**config.mk**
```make
export PLATFORM = sky130hd
export DESIGN_NAME = ex_muldiv_unit_flat
export DESIGN_NICKNAME = d
export VERILOG_FILES = /design/src/rtl/ex_muldiv_unit_if.sv /design/src/rtl/ex_muldiv_unit.sv /design/src/flat_wrapper.sv
export SDC_FILE = /design/constraint.sdc
export NUM_CORES = 1
export LEC_CHECK = 0
export ABC_AREA = 1
export CAP_MARGIN = 40
export CORE_MARGIN = 8
export CORE_UTILIZATION = 25
export DETAILED_ROUTE_END_ITERATION = 6
export SYNTH_ARGS = -nofsm -noshare
export SYNTH_HDL_FRONTEND = slang
export SYNTH_SLANG_ARGS = --single-unit
```
**constraint.sdc**
```tcl
create_clock -name clk -period 4.45 [get_ports clk]
set_input_delay 0.6675 -clock clk [delete_from_list [all_inputs] [get_ports clk]]
set_output_delay 0.6675 -clock clk [all_outputs]
set_load 0.02 [all_outputs]
```
**src/rtl/ex_muldiv_unit_if.sv**
```systemverilog
// Handshake and result bundle between the EX stage and the iterative mul/div unit.
// The EX stage drives the master side; the unit implements the slave side.
interface ex_muldiv_unit_if #(
  parameter int unsigned WIDTH = 32
) ();

  logic             flush;
  logic             start;
  logic [2:0]       op;
  logic [WIDTH-1:0] rs_data;
  logic [WIDTH-1:0] rt_data;
  logic             hilo_read;
  logic [WIDTH-1:0] hi;
  logic [WIDTH-1:0] lo;
  logic             busy;
  logic             stall;
  logic             done;
  logic             div_by_zero;

  modport master (
    output flush,
    output start,
    output op,
    output rs_data,
    output rt_data,
    output hilo_read,
    input  hi,
    input  lo,
    input  busy,
    input  stall,
    input  done,
    input  div_by_zero
  );

  modport slave (
    input  flush,
    input  start,
    input  op,
    input  rs_data,
    input  rt_data,
    input  hilo_read,
    output hi,
    output lo,
    output busy,
    output stall,
    output done,
    output div_by_zero
  );

endinterface

```
**src/rtl/ex_muldiv_unit.sv**
```systemverilog
// Execute-stage iterative radix-2 multiply/divide unit owning the architectural HI/LO registers.
// Signed ops run on magnitudes; signs are reapplied in the single FIX cycle.
module ex_muldiv_unit #(
  parameter int unsigned WIDTH = 32
) (
  input  logic            clk,
  input  logic            reset,
  ex_muldiv_unit_if.slave bus
);

  localparam int unsigned CntW = (WIDTH > 1) ? $clog2(WIDTH) : 1;

  localparam logic [2:0] OpMult  = 3'b000;
  localparam logic [2:0] OpMultu = 3'b001;
  localparam logic [2:0] OpDiv   = 3'b010;
  localparam logic [2:0] OpDivu  = 3'b011;
  localparam logic [2:0] OpMthi  = 3'b100;
  localparam logic [2:0] OpMtlo  = 3'b101;

  typedef enum logic [1:0] {
    StIdle,
    StRun,
    StFix
  } state_e;

  state_e              state_q;
  logic [CntW-1:0]     cnt_q;
  logic [WIDTH-1:0]    acc_hi_q;
  logic [WIDTH-1:0]    acc_lo_q;
  logic [WIDTH-1:0]    b_q;
  logic [WIDTH-1:0]    hi_q;
  logic [WIDTH-1:0]    lo_q;
  logic                is_div_q;
  logic                neg_q;
  logic                rem_neg_q;
  logic                dbz_q;
  logic                done_q;
  logic                dbz_out_q;

  // Operand magnitudes; signedness only matters for MULT/DIV (op[0] == 0).
  logic                signed_op;
  logic                rs_neg;
  logic                rt_neg;
  logic [WIDTH-1:0]    rs_mag;
  logic [WIDTH-1:0]    rt_mag;

  logic [WIDTH:0]      mul_sum;
  logic [WIDTH:0]      div_shift;
  logic                div_ge;
  logic [WIDTH-1:0]    div_sub;

  logic [2*WIDTH-1:0]  product;
  logic [2*WIDTH-1:0]  product_fix;
  logic [WIDTH-1:0]    quot_fix;
  logic [WIDTH-1:0]    rem_fix;

  always_comb begin
    signed_op = ~bus.op[0];
    rs_neg    = signed_op & bus.rs_data[WIDTH-1];
    rt_neg    = signed_op & bus.rt_data[WIDTH-1];
    rs_mag    = rs_neg ? (~bus.rs_data + 1'b1) : bus.rs_data;
    rt_mag    = rt_neg ? (~bus.rt_data + 1'b1) : bus.rt_data;
  end

  // Multiply: the multiplier sits in acc_lo and is consumed LSB first while the
  // product shifts in from the top.
  always_comb begin
    mul_sum = {1'b0, acc_hi_q} + {1'b0, (acc_lo_q[0] ? b_q : {WIDTH{1'b0}})};
  end

  // Divide: restoring step; the dividend shifts out of acc_lo while quotient bits
  // shift in at the bottom, so acc_lo ends up holding the quotient.
  always_comb begin
    div_shift = {acc_hi_q, acc_lo_q[WIDTH-1]};
    div_ge    = (div_shift >= {1'b0, b_q});
    // Only used when div_ge, where the true difference is below b_q and fits WIDTH bits.
    div_sub   = div_shift[WIDTH-1:0] - b_q;
  end

  always_comb begin
    product     = {acc_hi_q, acc_lo_q};
    product_fix = neg_q ? (~product + 1'b1) : product;
    quot_fix    = neg_q ? (~acc_lo_q + 1'b1) : acc_lo_q;
    rem_fix     = rem_neg_q ? (~acc_hi_q + 1'b1) : acc_hi_q;
  end

  always_ff @(posedge clk or negedge reset) begin
    if (!reset) begin
      state_q   <= StIdle;
      cnt_q     <= '0;
      acc_hi_q  <= '0;
      acc_lo_q  <= '0;
      b_q       <= '0;
      hi_q      <= '0;
      lo_q      <= '0;
      is_div_q  <= 1'b0;
      neg_q     <= 1'b0;
      rem_neg_q <= 1'b0;
      dbz_q     <= 1'b0;
      done_q    <= 1'b0;
      dbz_out_q <= 1'b0;
    end else begin
      done_q    <= 1'b0;
      dbz_out_q <= 1'b0;
      if (bus.flush) begin
        state_q <= StIdle;
      end else begin
        unique case (state_q)
          StIdle: begin
            if (bus.start) begin
              case (bus.op)
                OpMult, OpMultu: begin
                  acc_hi_q  <= '0;
                  acc_lo_q  <= rt_mag;
                  b_q       <= rs_mag;
                  neg_q     <= rs_neg ^ rt_neg;
                  rem_neg_q <= 1'b0;
                  is_div_q  <= 1'b0;
                  dbz_q     <= 1'b0;
                  cnt_q     <= CntW'(WIDTH - 1);
                  state_q   <= StRun;
                end
                OpDiv, OpDivu: begin
                  is_div_q <= 1'b1;
                  if (bus.rt_data == '0) begin
                    // Raw dividend is parked in acc_hi so FIX can return it in HI.
                    acc_hi_q <= bus.rs_data;
                    dbz_q    <= 1'b1;
                    state_q  <= StFix;
                  end else begin
                    acc_hi_q  <= '0;
                    acc_lo_q  <= rs_mag;
                    b_q       <= rt_mag;
                    neg_q     <= rs_neg ^ rt_neg;
                    rem_neg_q <= rs_neg;
                    dbz_q     <= 1'b0;
                    cnt_q     <= CntW'(WIDTH - 1);
                    state_q   <= StRun;
                  end
                end
                OpMthi:  hi_q <= bus.rs_data;
                OpMtlo:  lo_q <= bus.rs_data;
                default: ;
              endcase
            end
          end
          StRun: begin
            if (is_div_q) begin
              acc_hi_q <= div_ge ? div_sub : div_shift[WIDTH-1:0];
              acc_lo_q <= {acc_lo_q[WIDTH-2:0], div_ge};
            end else begin
              acc_hi_q <= mul_sum[WIDTH:1];
              acc_lo_q <= {mul_sum[0], acc_lo_q[WIDTH-1:1]};
            end
            cnt_q <= cnt_q - 1'b1;
            if (cnt_q == '0) begin
              state_q <= StFix;
            end
          end
          StFix: begin
            if (dbz_q) begin
              hi_q <= acc_hi_q;
              lo_q <= '1;
            end else if (is_div_q) begin
              hi_q <= rem_fix;
              lo_q <= quot_fix;
            end else begin
              hi_q <= product_fix[2*WIDTH-1:WIDTH];
              lo_q <= product_fix[WIDTH-1:0];
            end
            done_q    <= 1'b1;
            dbz_out_q <= dbz_q;
            state_q   <= StIdle;
          end
          default: state_q <= StIdle;
        endcase
      end
    end
  end

  always_comb begin
    bus.hi          = hi_q;
    bus.lo          = lo_q;
    bus.busy        = (state_q != StIdle);
    bus.stall       = (state_q != StIdle) & (bus.start | bus.hilo_read);
    bus.done        = done_q;
    bus.div_by_zero = dbz_out_q;
  end

endmodule

```
**src/flat_wrapper.sv**
```systemverilog
// flat-port wrapper written by rule: the top's interface ports become plain ports
module ex_muldiv_unit_flat 
#(
  parameter int unsigned WIDTH = 32
)
  (clk, reset, bus_flush, bus_start, bus_op, bus_rs_data, bus_rt_data, bus_hilo_read, bus_hi, bus_lo, bus_busy, bus_stall, bus_done, bus_div_by_zero);
  ex_muldiv_unit_if #(.WIDTH(WIDTH)) bus_i ();
  input  logic clk;
  input  logic reset;
  input wire logic [$bits(bus_i.flush)-1:0] bus_flush;
  input wire logic [$bits(bus_i.start)-1:0] bus_start;
  input wire logic [$bits(bus_i.op)-1:0] bus_op;
  input wire logic [$bits(bus_i.rs_data)-1:0] bus_rs_data;
  input wire logic [$bits(bus_i.rt_data)-1:0] bus_rt_data;
  input wire logic [$bits(bus_i.hilo_read)-1:0] bus_hilo_read;
  output wire logic [$bits(bus_i.hi)-1:0] bus_hi;
  output wire logic [$bits(bus_i.lo)-1:0] bus_lo;
  output wire logic [$bits(bus_i.busy)-1:0] bus_busy;
  output wire logic [$bits(bus_i.stall)-1:0] bus_stall;
  output wire logic [$bits(bus_i.done)-1:0] bus_done;
  output wire logic [$bits(bus_i.div_by_zero)-1:0] bus_div_by_zero;
  assign bus_i.flush = bus_flush;
  assign bus_i.start = bus_start;
  assign bus_i.op = bus_op;
  assign bus_i.rs_data = bus_rs_data;
  assign bus_i.rt_data = bus_rt_data;
  assign bus_i.hilo_read = bus_hilo_read;
  assign bus_hi = bus_i.hi;
  assign bus_lo = bus_i.lo;
  assign bus_busy = bus_i.busy;
  assign bus_stall = bus_i.stall;
  assign bus_done = bus_i.done;
  assign bus_div_by_zero = bus_i.div_by_zero;
  ex_muldiv_unit #(.WIDTH(WIDTH)) u_core (.clk(clk), .reset(reset), .bus(bus_i));
endmodule
```
==> metrics.md <==
| Metric | Value |
|---|---|
| Critical path type | flop to flop |
| Final setup vio count | 0 |
| Clk_skew | 0.0120 ns |
| Worst hold margin | 0.272 ns |
| Final TNS setup | 0 ns |
| # IOs | 140 |
| CTS max path bufs | 2 |
| Syn. warnings | 0 |
| Total grt overflow | 0 |
| Register area share after synthesis | 22.8% |
| Core footprint | 75700 um^2 |
| Drt pass-1 iters | 7 |
| Initial antenna violation count | 0 |
| Vias | 23200 |
| H-tree depth | 4 |
| Post-route minimum period | 3.35 ns |
| Total Nets Final | 3600 |
| Clock buffer count from CTS | 17 |
| Routed wl met3 | 7.78 mm |
| Worst hold path type | input pin to asynchronous set/reset pin |
| Global placer's final weighted congestion | 1.08 |
| Metal2 WL | 42.6 mm |
| Slew Viols, Final | 0 |
| Largest net degree at the start of global routing | 82 |
| TritonCTS clock tree | yes |
| Rel. slew slack | 44.2% |
| Syn Std Cell Area | 19000 um^2 |
| Die width | 292 um |
| Area of the multi-input gates | roughly 12000 um^2 |
| Mean Syn Cell Area | 5.65 um^2 |
| P per Cell Area | 734 nW/um^2 |
| Row cnt | 101 |
| Detailed Route WL | 96.6 mm |
| WL met1 | 40.2 mm |
| Clock Sinks | 173 |
| Startpoint Class | flop |
| Crit Path Max Fanout | 21 |
| Antenna Cells | 0 |
| Reg area | 4330 um^2 |
| Syn Nets | 3509 |
| Tcrit/Tclk final | 75.3% |
| Violated checks | DRC |
| Placed wire-length estimate | 78.4 mm |
| Total GRT Usage | 21.7% |
| Peak VDD IR | between 0.3 and 0.4 mV |
| CTS resizes | 0 |
| Status | complete, but fails checks |
| #FFs+latches synth | 173 |
| Die Area | 85200 um^2 |
| Initial DRC count | roughly 2700 |
| Top cell type's share of synthesized area | between 20% and 30% |
| Worst slew pin tran | 0.837 ns |
| Proportion of layout cells with a drive suffix above 1 | 3.81% |
| Reg-to-reg startpoint | u_core.acc_lo_q[0] |
| Routed WL per cell | 21.7 um |
| Die Height | 292 um |
| Starting Density | 25.1% |
| Required @ worst endpoint | 4.82 ns |
| Count of different cell masters after synthesis | 49 |
| Maxcap violations | 0 |
| Highest Signal Layer | met4 |
| CTS Hold Buffers Added | 0 |
| RSZ-0062 raised after global routing | false |
| Top cell type by total area after synthesis | dfrtp_1 |
| Area delta synth->final | 16.4% |
| Final Hold Viols | 0 |
| # port buffers | ~140 |
| RR Endpoint | u_core.acc_hi_q[12] |
| Buffer count from post-CTS setup fixing | 0 |
| Ys flop type | dfrtp_1 |
| CP arrival | 3.72 ns |
| Clock latency on the worst-skew pair | approximately 0.49 ns |
| Vias in the first global route | between 20000 and 25000 |
| DRT antenna net count | 0 |
| Leakage Power | roughly 11 nW |
| Post-synth ARST share | 100% |
| Post-synth EDFFs | 0 |
| Cell count after synthesis | 3365 |
| Top cells by area, synth | dfrtp_1 23%, nand2_1 20%, nor2_1 9.0%, inv_1 8.9%, nand3_1 8.8% |
| Max Freq | between 0.2 and 0.3 GHz |
| Clk slew on worst S/H paths | 0.07 ns |
| Register-to-register setup slack | 1.10 ns |
| Global-route wire length before repair | about 140 mm |
| Filler cells | 8550 |
| Vias per cell | 5.21 |
| Endpoint class of the critical path | flop |
| FF-to-FF path depth | 17 |
| # DRC | 5 |
| Root Driver | clkbuf_16 |
## how the worst max path moves through the flow
| stage | start | endpoint | slack, ns | cells past startpoint |
|---|---|---|---|---|
| 6_report | u_core.acc_lo_q[0] | u_core.acc_hi_q[12] | 1.10 | 17 |
| 5_1_grt | u_core.acc_lo_q[0] | u_core.acc_hi_q[12] | 0.94 | 17 |
| 4_1_cts | u_core.acc_lo_q[0] | u_core.acc_hi_q[12] | 1.16 | 17 |
| 3_5_place_dp | bus_rt_data[0] | u_core.cnt_q[0] | 0.81 | 14 |
| 3_3_place_gp | bus_rt_data[0] | u_core.cnt_q[0] | 0.85 | 14 |
| 2_1_floorplan | u_core.acc_lo_q[0] | u_core.acc_hi_q[23] | 2.00 | 18 |
## cell families (layout without fill, tap and decap cells)
group | Yosys count | count (layout) | synth area share (%)
xor gates and xnor gates | 57 | 57 | 2.62
adders and majority gates | 72 | 72 | 4.81
AOI/OAI and AO/OA | 516 | 516 | 14.7
buffers and inverters | 585 | 689 | 12.0
DFF | 173 | 173 | 22.8
and+or+nand+nor | 1962 | 1962 | 43.1
## metrics by stage
stage | setup WS (ns) | total power [mW] | utilization (%) | std cells | instance area, um^2
after floorplan | 2.00 | 9.96 | - | 3365 | 19000
after global placement | 0.849 | 14.4 | 28.4 | 4414 | 21500
after detailed placement | 0.809 | 14.4 | 28.5 | 4415 | 21600
after CTS | 1.16 | 16.0 | 29.3 | 4447 | 22100
after global routing | 0.936 | 17.3 | 29.3 | 4447 | 22100
final | 1.10 | 16.3 | 29.3 | 4447 | 22100
## cells in the final DEF, fill, tap and decap left out, drive strengths merged
cell type,Yosys,layout
nor3,40,40
o21ai,218,218
nor3b,1,1
o31ai,16,16
nand2,1023,1023
nor2,464,464
xnor2,11,11
inv,462,469
o22ai,2,2
nand4,62,62
xor2,46,46
fa,2,2
clkinv,4,9
or2,10,10
o32ai,1,1
a31oi,10,10
clkinvlp,0,2
a21oi,218,218
a21o,4,4
buf,39,53
nor4,6,6
clkdlybuf4s50,0,138
o21a,1,1
nand3b,15,15
a21boi,15,15
o21bai,6,6
o211ai,24,24
clkbuf,80,18
a211oi,1,1
ha,70,70
nand3,339,339
and2,2,2
dfrtp,173,173
## state kept, by name, summed over array words and instances (netlist names), 2 cells and up
name and cells:
u_core.acc_lo_q 32, u_core.bus.lo 32, u_core.bus.hi 32, u_core.acc_hi_q 32, u_core.b_q 32, u_core.state_q 2
u_core.cnt_q 5
## critical path: stages (launching register included)
cell and delay (ns):
dfrtp_1 0.37, buf_4 0.29, buf_4 0.31, nand2_1 0.17, inv_1 0.09, ha_1 0.27
nand2_1 0.18, inv_1 0.06, a21oi_1 0.27, nand3_1 0.33, nand2_1 0.16, nand2_1 0.10
o21ai_0 0.16, nor2_1 0.13, nor2_1 0.11, nand3_1 0.10, nand2_1 0.07, nand2_1 0.05
## layout make-up
class                           instances  area share [%]
Multi-Input combinational cell       2607            56.1
Clock inverter                         14           0.655
Clock buffer                           18            1.98
Inverter                              466            7.92
Tap cell                              978            5.53
Sequential cell                       173            19.6
Timing Repair Buffer                  191            8.25
## synth_stat cells, types with 3 or more instances
library cell,instances
nand2_1,1020
nor2_1,455
inv_1,453
nand3_1,336
a21oi_1,217
o21ai_0,177
dfrtp_1,173
clkbuf_1,80
ha_1,70
nand4_1,62
xor2_1,46
nor3_1,39
o21ai_1,38
o211ai_1,24
buf_2,16
o31ai_1,16
nand3b_1,15
buf_1,13
a21boi_1,12
xnor2_1,11
a31oi_1,10
or2_2,10
buf_6,9
inv_2,8
nor2_2,6
o21bai_1,6
nor4_1,5
a21o_1,4
clkinv_1,4
a21boi_0,3
nor2_4,3
## power breakdown
group          total, mW  switching, mW  internal [mW]  leakage, nW
clock network       1.56          0.803          0.761        0.281
registers           3.12          0.839           2.28         2.09
logic               11.6           8.01           3.55         8.63
total               16.3           9.65           6.60         11.0
## routing by layer
layer | GRT usage, % | vias to the layer above
li1 | - | 11000
met1 | 28.2 | 10800
met2 | 34.2 | 1190
met3 | 3.80 | 224
met4 | 11.6 | 0
met5 | 0 | -
No activity file was read; power rests on OpenSTA's default activity.
